$ cat config.mk
export PLATFORM = sky130hd
export DESIGN_NAME = player_sprite_plotter
export DESIGN_NICKNAME = d
export VERILOG_FILES = /design/src/rtl/player_sprite_plotter.sv
export SDC_FILE = /design/constraint.sdc
export NUM_CORES = 1
export LEC_CHECK = 0
export CAP_MARGIN = 10
export CORE_MARGIN = 2
export CORE_UTILIZATION = 50
export DETAILED_ROUTE_END_ITERATION = 8
export PLACE_DENSITY = 0.74
export SLEW_MARGIN = 20
export SYNTH_ARGS = -nofsm -noshare
export SYNTH_HDL_FRONTEND = slang
export SYNTH_SLANG_ARGS = --single-unit
$ cat constraint.sdc
create_clock -name CLOCK_50 -period 3.6 [get_ports CLOCK_50]
set_clock_uncertainty 0.1 [all_clocks]
set_input_delay 0.72 -clock CLOCK_50 [delete_from_list [all_inputs] [get_ports CLOCK_50]]
set_output_delay 0.72 -clock CLOCK_50 [all_outputs]
set_load 0.02 [all_outputs]
$ cat src/rtl/player_sprite_plotter.sv
// Draws the player sprite on the VGA adapter write port. When the player moves, the
// old box is erased with the background colour and the new box is then drawn.
module player_sprite_plotter #(
  parameter int unsigned SPRITE_W  = 4,
  parameter int unsigned SPRITE_H  = 4,
  parameter int unsigned SCREEN_W  = 160,
  parameter int unsigned SCREEN_H  = 120,
  parameter logic [2:0]  BG_COLOUR = 3'b000
) (
  input  logic       CLOCK_50,
  input  logic       reset,
  input  logic [7:0] playerx,
  input  logic [6:0] playery,
  input  logic [2:0] colour,
  output logic [7:0] vga_x,
  output logic [6:0] vga_y,
  output logic [2:0] vga_colour,
  output logic       vga_plot,
  output logic       busy
);

  typedef enum logic [1:0] {
    IDLE  = 2'd0,
    ERASE = 2'd1,
    DRAW  = 2'd2
  } state_t;

  localparam logic [3:0] DX_LAST = 4'(SPRITE_W - 1);
  localparam logic [3:0] DY_LAST = 4'(SPRITE_H - 1);
  localparam logic [8:0] X_LIMIT = 9'(SCREEN_W);
  localparam logic [7:0] Y_LIMIT = 8'(SCREEN_H);

  state_t     state_q, state_d;
  logic [7:0] old_x_q, old_x_d, new_x_q, new_x_d;
  logic [6:0] old_y_q, old_y_d, new_y_q, new_y_d;
  logic [2:0] new_col_q, new_col_d;
  logic       first_draw_q, first_draw_d;
  logic [3:0] dx_q, dx_d, dy_q, dy_d;

  logic [7:0] vga_x_q, vga_x_d;
  logic [6:0] vga_y_q, vga_y_d;
  logic [2:0] vga_colour_q, vga_colour_d;
  logic       vga_plot_q, vga_plot_d;
  logic       busy_q, busy_d;

  logic       last_px;
  logic [7:0] base_x;
  logic [6:0] base_y;
  logic [8:0] sum_x;
  logic [7:0] sum_y;

  // Next-state logic: scan counters and box bookkeeping.
  always_comb begin
    state_d      = state_q;
    old_x_d      = old_x_q;
    old_y_d      = old_y_q;
    new_x_d      = new_x_q;
    new_y_d      = new_y_q;
    new_col_d    = new_col_q;
    first_draw_d = first_draw_q;
    dx_d         = dx_q;
    dy_d         = dy_q;
    last_px      = (dx_q == DX_LAST) && (dy_q == DY_LAST);

    case (state_q)
      IDLE: begin
        if (first_draw_q || ({playerx, playery} != {old_x_q, old_y_q})) begin
          new_x_d   = playerx;
          new_y_d   = playery;
          new_col_d = colour;
          dx_d      = 4'd0;
          dy_d      = 4'd0;
          state_d   = first_draw_q ? DRAW : ERASE;
        end
      end
      ERASE, DRAW: begin
        if (dx_q == DX_LAST) begin
          dx_d = 4'd0;
          dy_d = dy_q + 4'd1;
        end else begin
          dx_d = dx_q + 4'd1;
        end
        if (last_px) begin
          dx_d = 4'd0;
          dy_d = 4'd0;
          if (state_q == ERASE) begin
            state_d = DRAW;
          end else begin
            old_x_d      = new_x_q;
            old_y_d      = new_y_q;
            first_draw_d = 1'b0;
            state_d      = IDLE;
          end
        end
      end
      default: state_d = IDLE;
    endcase
  end

  // Outputs are decoded from the next state so the first pixel of a box appears
  // in the cycle right after the move is detected. Sums are one bit wider so
  // off-screen pixels are clipped rather than wrapped.
  always_comb begin
    base_x       = (state_d == ERASE) ? old_x_q : new_x_d;
    base_y       = (state_d == ERASE) ? old_y_q : new_y_d;
    sum_x        = {1'b0, base_x} + {5'b0, dx_d};
    sum_y        = {1'b0, base_y} + {4'b0, dy_d};
    vga_x_d      = sum_x[7:0];
    vga_y_d      = sum_y[6:0];
    vga_colour_d = (state_d == ERASE) ? BG_COLOUR : new_col_d;
    busy_d       = (state_d != IDLE);
    vga_plot_d   = busy_d && (sum_x < X_LIMIT) && (sum_y < Y_LIMIT);
  end

  always_ff @(posedge CLOCK_50 or posedge reset) begin
    if (reset) begin
      state_q      <= IDLE;
      old_x_q      <= 8'd0;
      old_y_q      <= 7'd0;
      new_x_q      <= 8'd0;
      new_y_q      <= 7'd0;
      new_col_q    <= 3'd0;
      first_draw_q <= 1'b1;
      dx_q         <= 4'd0;
      dy_q         <= 4'd0;
      vga_x_q      <= 8'd0;
      vga_y_q      <= 7'd0;
      vga_colour_q <= 3'd0;
      vga_plot_q   <= 1'b0;
      busy_q       <= 1'b0;
    end else begin
      state_q      <= state_d;
      old_x_q      <= old_x_d;
      old_y_q      <= old_y_d;
      new_x_q      <= new_x_d;
      new_y_q      <= new_y_d;
      new_col_q    <= new_col_d;
      first_draw_q <= first_draw_d;
      dx_q         <= dx_d;
      dy_q         <= dy_d;
      vga_x_q      <= vga_x_d;
      vga_y_q      <= vga_y_d;
      vga_colour_q <= vga_colour_d;
      vga_plot_q   <= vga_plot_d;
      busy_q       <= busy_d;
    end
  end

  assign vga_x      = vga_x_q;
  assign vga_y      = vga_y_q;
  assign vga_colour = vga_colour_q;
  assign vga_plot   = vga_plot_q;
  assign busy       = busy_q;

endmodule

After elaboration in Yosys (flattened, before gate mapping)
Cells that the tools add are included.
{"block": "word_totals", "register_bits": 64, "wordCells": 57, "in_bits": 20}
{"block": "op_classes", "eq_ne": 6, "magnitude_cmp": 2, "bitwise": 1, "n_mux": 22, "n_addsub": 4, "n_reduce_logical": 8}
{"operator": "4-bit two-way mux", "n": 6}
{"operator": "8-bit two-way mux", "n": 3}
{"operator": "7-bit two-way mux", "n": 3}
{"operator": "4-bit one-hot mux with 2 select lines", "n": 2}
{"operator": "15-bit inequality test", "n": 1}
{"operator": "8-bit by 4-bit adder with 9-bit output", "n": 1}
{"operator": "9-bit by 8-bit < comparator with 1-bit output (second input constant)", "n": 1}
{"operator": "3-bit two-way mux", "n": 3}
{"operator": "4-bit by 1-bit adder with 4-bit output (second input constant)", "n": 2}
{"operator": "7-bit by 4-bit adder with 8-bit output", "n": 1}
{"operator": "4-bit by 2-bit equality test with 1-bit output (second input constant)", "n": 2}
{"operator": "8-bit by 7-bit < comparator with 1-bit output (second input constant)", "n": 1}
{"operator": "2-bit two-way mux", "n": 4}
{"operator": "2-bit by 1-bit equality test with 1-bit output (second input constant)", "n": 2}
{"operator": "2-bit one-hot mux with 2 select lines", "n": 1}
{"operator": "1-bit logical AND", "n": 3}
{"operator": "3-bit AND reduction", "n": 1}
{"operator": "2-bit equality test (second input constant)", "n": 1}
{"operator": "2-bit zero test", "n": 1}
{"operator": "2-bit nonzero test", "n": 1}
{"operator": "2-bit OR reduction", "n": 1}
{"operator": "1-bit logical OR", "n": 1}
{"operator": "1-bit NOT", "n": 1}

Depth between registers and ports, before layout
{"block": "depth", "word_depth": 10, "ltp_mapped": 20, "mapped_depth_nobuf": 18}

Least setup slack after synthesis
OpenSTA, ideal clock, no wires.
{"block": "synth_path", "path_kind": "input -> register", "start": "input port playerx[0]", "end": "register vga_plot_q, in the netlist vga_plot", "path_stages": 17, "path_buffers": 2, "t_arrival_ps": 3681, "t_required_ps": 3413, "path_slack_ps": -268, "cell_sequence": "xor2_1 > nor4_2 > nand4_1 > o211ai_2 > buf_6 > buf_2 > mux2_2 > ha_1 > inv_1 > fa_1 > inv_1 > a21oi_1 > o21bai_1 > o21ai_0 > xnor2_1 > o2111a_1 > a211oi_2"}
{"block": "synth_between", "elab_chain_cells": 10}
{"item": "start, declared", "line": "12", "rtl": "input logic [7:0] playerx,"}
{"item": "15-bit inequality test", "line": "67", "rtl": "if (first_draw_q || ({playerx, playery} != {old_x_q, old_y_q})) begin"}
{"item": "1-bit logical OR", "line": "67"}
{"item": "2-bit two-way mux", "line": "67"}
{"item": "2-bit one-hot mux with 2 select lines", "line": "65", "rtl": "case (state_q)"}
{"item": "2-bit by 1-bit equality test with 1-bit output", "line": "104, 105"}
{"item": "8-bit two-way mux", "line": "104", "rtl": "base_x = (state_d == ERASE) ? old_x_q : new_x_d;"}
{"item": "8-bit by 4-bit adder with 9-bit output", "line": "106", "rtl": "sum_x = {1'b0, base_x} + {5'b0, dx_d};"}
{"item": "9-bit by 8-bit < comparator with 1-bit output", "line": "112", "rtl": "vga_plot_d = busy_d && (sum_x < X_LIMIT) && (sum_y < Y_LIMIT);"}
{"item": "1-bit logical AND", "line": "112"}
{"item": "1-bit logical AND (*)", "line": "112"}
{"item": "named net vga_plot_d", "line": "43", "rtl": "logic vga_plot_q, vga_plot_d;"}
{"item": "end signal, assigned", "line": "144", "rtl": "vga_plot_q <= vga_plot_d;"}
{"item": "end, declared", "line": "43"}
Mark *: on every way through the listed nets, which the timed path passes. The rest lies on a longest branch.
A chain may end at the register's enable or synchronous reset.

Worst setup path after layout
{"block": "layout_path", "start": "input port playery[0]", "end": "register vga_plot_q, in the netlist vga_plot"}
{"item": "start, declared", "line": "13", "rtl": "input logic [6:0] playery,"}
{"item": "15-bit inequality test", "line": "67"}
{"item": "1-bit logical OR", "line": "67"}
{"item": "7-bit two-way mux (*)", "line": "67"}
{"item": "7-bit two-way mux (*)", "line": "65"}
{"item": "named net new_y_d[0]", "line": "35", "rtl": "logic [6:0] old_y_q, old_y_d, new_y_q, new_y_d;"}
{"item": "7-bit two-way mux (*)", "line": "105", "rtl": "base_y = (state_d == ERASE) ? old_y_q : new_y_d;"}
{"item": "7-bit by 4-bit adder with 8-bit output (*)", "line": "107", "rtl": "sum_y = {1'b0, base_y} + {4'b0, dy_d};"}
{"item": "8-bit by 7-bit < comparator with 1-bit output (*)", "line": "112"}
{"item": "1-bit logical AND (*)", "line": "112"}
{"item": "named net vga_plot_d", "line": "43"}
Marks and branches as above.

==> results.ini <==
[die]
core_sq_um = 6390
start_util = 0.522
die_y_um = 85.6
ios = 40
die_w_um = 85.6
placementRows = 29
fp.dieArea_sq_um = 7340

[worst_setup_path]
crit_fanout = 6
criticalPathCategory = input pin to flop
reg2reg_depth = 17
arrival_ns = 3.81
critPathRequiredTime_ns = 3.76
endpoint_kind = flop
cp-start-kind = input pin

[clock_network]
numCtsBuffers = 9
clock-sinks = 64
cts_hold_buf = 0
cts-root-buf = clkbuf_8
path_clk_slew_ns = 0.07
clock_latency_ns = 0.34
htree_levels = 3
cts_tree = built
cts_max_path_buffers = 2

[placed_design]
dp.cells = 427
dp_hpwl_mm = 5.12
postPlaceCellArea_sq_um = 4140
io_buffers = 39
gp_congestion = 0.837

[timing]
fin_crit_sh = 1.01
setup_viol = 1
hold_violations = 0
drv_slew = 0
tightest_slew_ns = 0.598
fmax_ghz = 0.274
slew_headroom = 0.597
grt_setup_unrepaired = yes
min_period_ns = 3.65
worst_slack_ns = -0.0507

[drt]
dr.pass1.iters = 4
finalWirelength_mm = 7.53
dr_total_vias = 2427
ant_nets = 0
drc = 0
viasPerCell = 5.30
drt-wirelength-per-cell_um = 16.4
drt-initial-drc-count = 88

[run]
drv_cap = 0

[worst_hold_path]
hold_class = flop to flop
hold_depth = 1

[layout]
syn2layout_area_growth_pct = 41.3
finalNetCount = 411
antennaDiodeCount = 0
fillers = 434
postLayoutCellArea_sq_um = 4710
multi_input_area_sq_um = 1900
seq_area_sq_um = 1600
final_layout_size_suffix_gt1_frac = 0.470
fin_cells = 458

[logic_synthesis]
avgSynthCellArea_sq_um = 12.2
syn_nets = 309
synth_seq_area_share = 0.481
synth_area_sq_um = 3330
ys_types = 49
netlist_instances = 274
synth_ff_type = dfrtp_1
ys_ff_latch = 64
yosysWarnings = 0
async_reset_ff_frac = 1.00
synth_enable_flop_cells = 0

[global_routing]
grt_util_all_layers = 0.218
grt_pass1_vias = 2509
grt_max_degree = 34
antenna_found_initial = 0
grt_first_pass_wirelength_mm = 12.3
globalRoute.totalOverflow = 0

[power_and_ir_drop]
power.density_nw_per_um2 = 351
p_leak_nw = 2.20
ir_drop_v = 0.000311

[outcome]
violations = setup timing
outcome = finished, violations left

## cell type report
| type | count | share of cell area |
|---|---|---|
| Sequential cell | 64 | 0.341 |
| Inverter | 18 | 0.0144 |
| Clock inverter | 2 | 0.0128 |
| Clock buffer | 14 | 0.0367 |
| Tap cell | 77 | 0.0205 |
| Timing Repair Buffer | 97 | 0.172 |
| Multi-Input combinational cell | 186 | 0.403 |
## path summary, 6_finish.rpt
check	start	endpoint	slack [ns]
setup / recovery	playery[0]	vga_plot$_DFF_PP0_	-0.05
hold / removal	new_col_q[0]$_DFF_PP0_	new_col_q[0]$_DFF_PP0_	0.40
setup reg to reg	old_x_q[4]$_DFFE_PP0P_	vga_plot$_DFF_PP0_	-0.02
hold reg to reg	new_col_q[0]$_DFF_PP0_	new_col_q[0]$_DFF_PP0_	0.40
max in group asynchronous	reset	first_draw_q$_DFFE_PP1P_	2.20
min in group asynchronous	reset	vga_colour[2]$_DFF_PP0_	0.50
## cells by family after synthesis
kind of cell | share of synthesized area
multiplexers | 0.157
XOR/XNOR | 0.0683
AND/OR/NAND/NOR | 0.107
AO/OA/AOI/OAI | 0.0942
flip-flops | 0.481
adder cells (fa/ha/maj) | 0.0608
buffers and inverters | 0.0319
## cell usage in the layout, fill, tap and decap left out, types with 6 or more instances in the layout
cell / count
nand2_1: 10
clkbuf_8: 12
mux2_2: 34
clkdlybuf4s50_1: 24
nand2b_1: 7
xnor2_1: 8
ha_1: 7
clkbuf_2: 7
and2_1: 6
inv_1: 13
o21a_1: 6
nor2_1: 9
buf_4: 54
xor2_1: 6
dfrtp_1: 62
xor2_2: 9
## synth_stat cells, drive strengths merged, types with 3 or more instances
cell,count,area [sq um]
and3,3,18.8
o21bai,3,26.3
o21ai,7,35.0
a21o,4,30.0
mux2,39,443
o211ai,3,32.5
ha,13,163
nor4,5,62.6
inv,18,67.6
xnor2,9,78.8
xor2,17,149
nand2b,7,43.8
nand2,10,37.5
buf,4,31.3
nand4,3,18.8
mux2i,7,81.3
a21oi,6,30.0
nor2b,4,25.0
dfrtp,63,1580
o31ai,3,22.5
and2,6,37.5
o21a,6,45.0
nor2,11,41.3
## registers in the layout, indices dropped and copies added, names as in the netlist, 4 cells and up
signal,flops
new_x_q,8
old_x_q,8
vga_x,8
new_y_q,7
old_y_q,7
vga_y,7
dx_q,4
dy_q,4
## through the flow
step / setup WS, ns / TNS [ns] / util / total power [mW] / hold WS, ns
3_5_place_dp: -0.712 / -4.86 / 0.649 / 0.937 / 0.389
3_3_place_gp: -0.675 / -4.50 / 0.649 / 0.933 / 0.376
2_1_floorplan: -0.130 / -0.143 / - / 0.850 / 0.365
4_1_cts: 0.00341 / 0 / 0.700 / 1.66 / 0.404
5_1_grt: -0.231 / -0.461 / 0.737 / 1.72 / 0.417
6_report: -0.0507 / -0.0507 / 0.737 / 1.65 / 0.397
## timing repair
item,in CTS,in global routing
gates resized for setup,58,48
pin swaps,19,25
setup endpoints to repair,8,7
setup buffers,4,11
## report_power, final
group          internal (mW)  leakage (nW)  switching (mW)
logic                 0.0921          1.30          0.0914
registers              0.743         0.788         0.00884
clock network          0.448         0.117           0.270
total                   1.28          2.20           0.370
## layer usage
| layer | GRT usage | up-vias | wire length [um] | share of wire |
|---|---|---|---|---|
| met3 | 0.0346 | 12 | 292 | 0.039 |
| met1 | 0.302 | 1200 | 3400 | 0.45 |
| met2 | 0.344 | 57 | 3720 | 0.49 |
| met5 | 0 | - | 0 | 0 |
| li1 | - | 1158 | - | - |
| met4 | 0.0880 | 0 | 125 | 0.017 |
## worst max-delay path, cell delays in order
cell	delay, ns
buf_2	0.13
xor2_2	0.15
nor4_2	0.31
a41o_1	0.26
buf_6	0.15
mux2_4	0.30
mux2_4	0.27
ha_4	0.16
inv_2	0.05
fa_2	0.20
inv_2	0.04
a21oi_2	0.14
o21bai_2	0.10
and3_1	0.20
xnor2_1	0.19
nand2_1	0.10
o2111a_1	0.15
a211oi_2	0.19
Note: power is estimated with default switching activity, not from simulation.
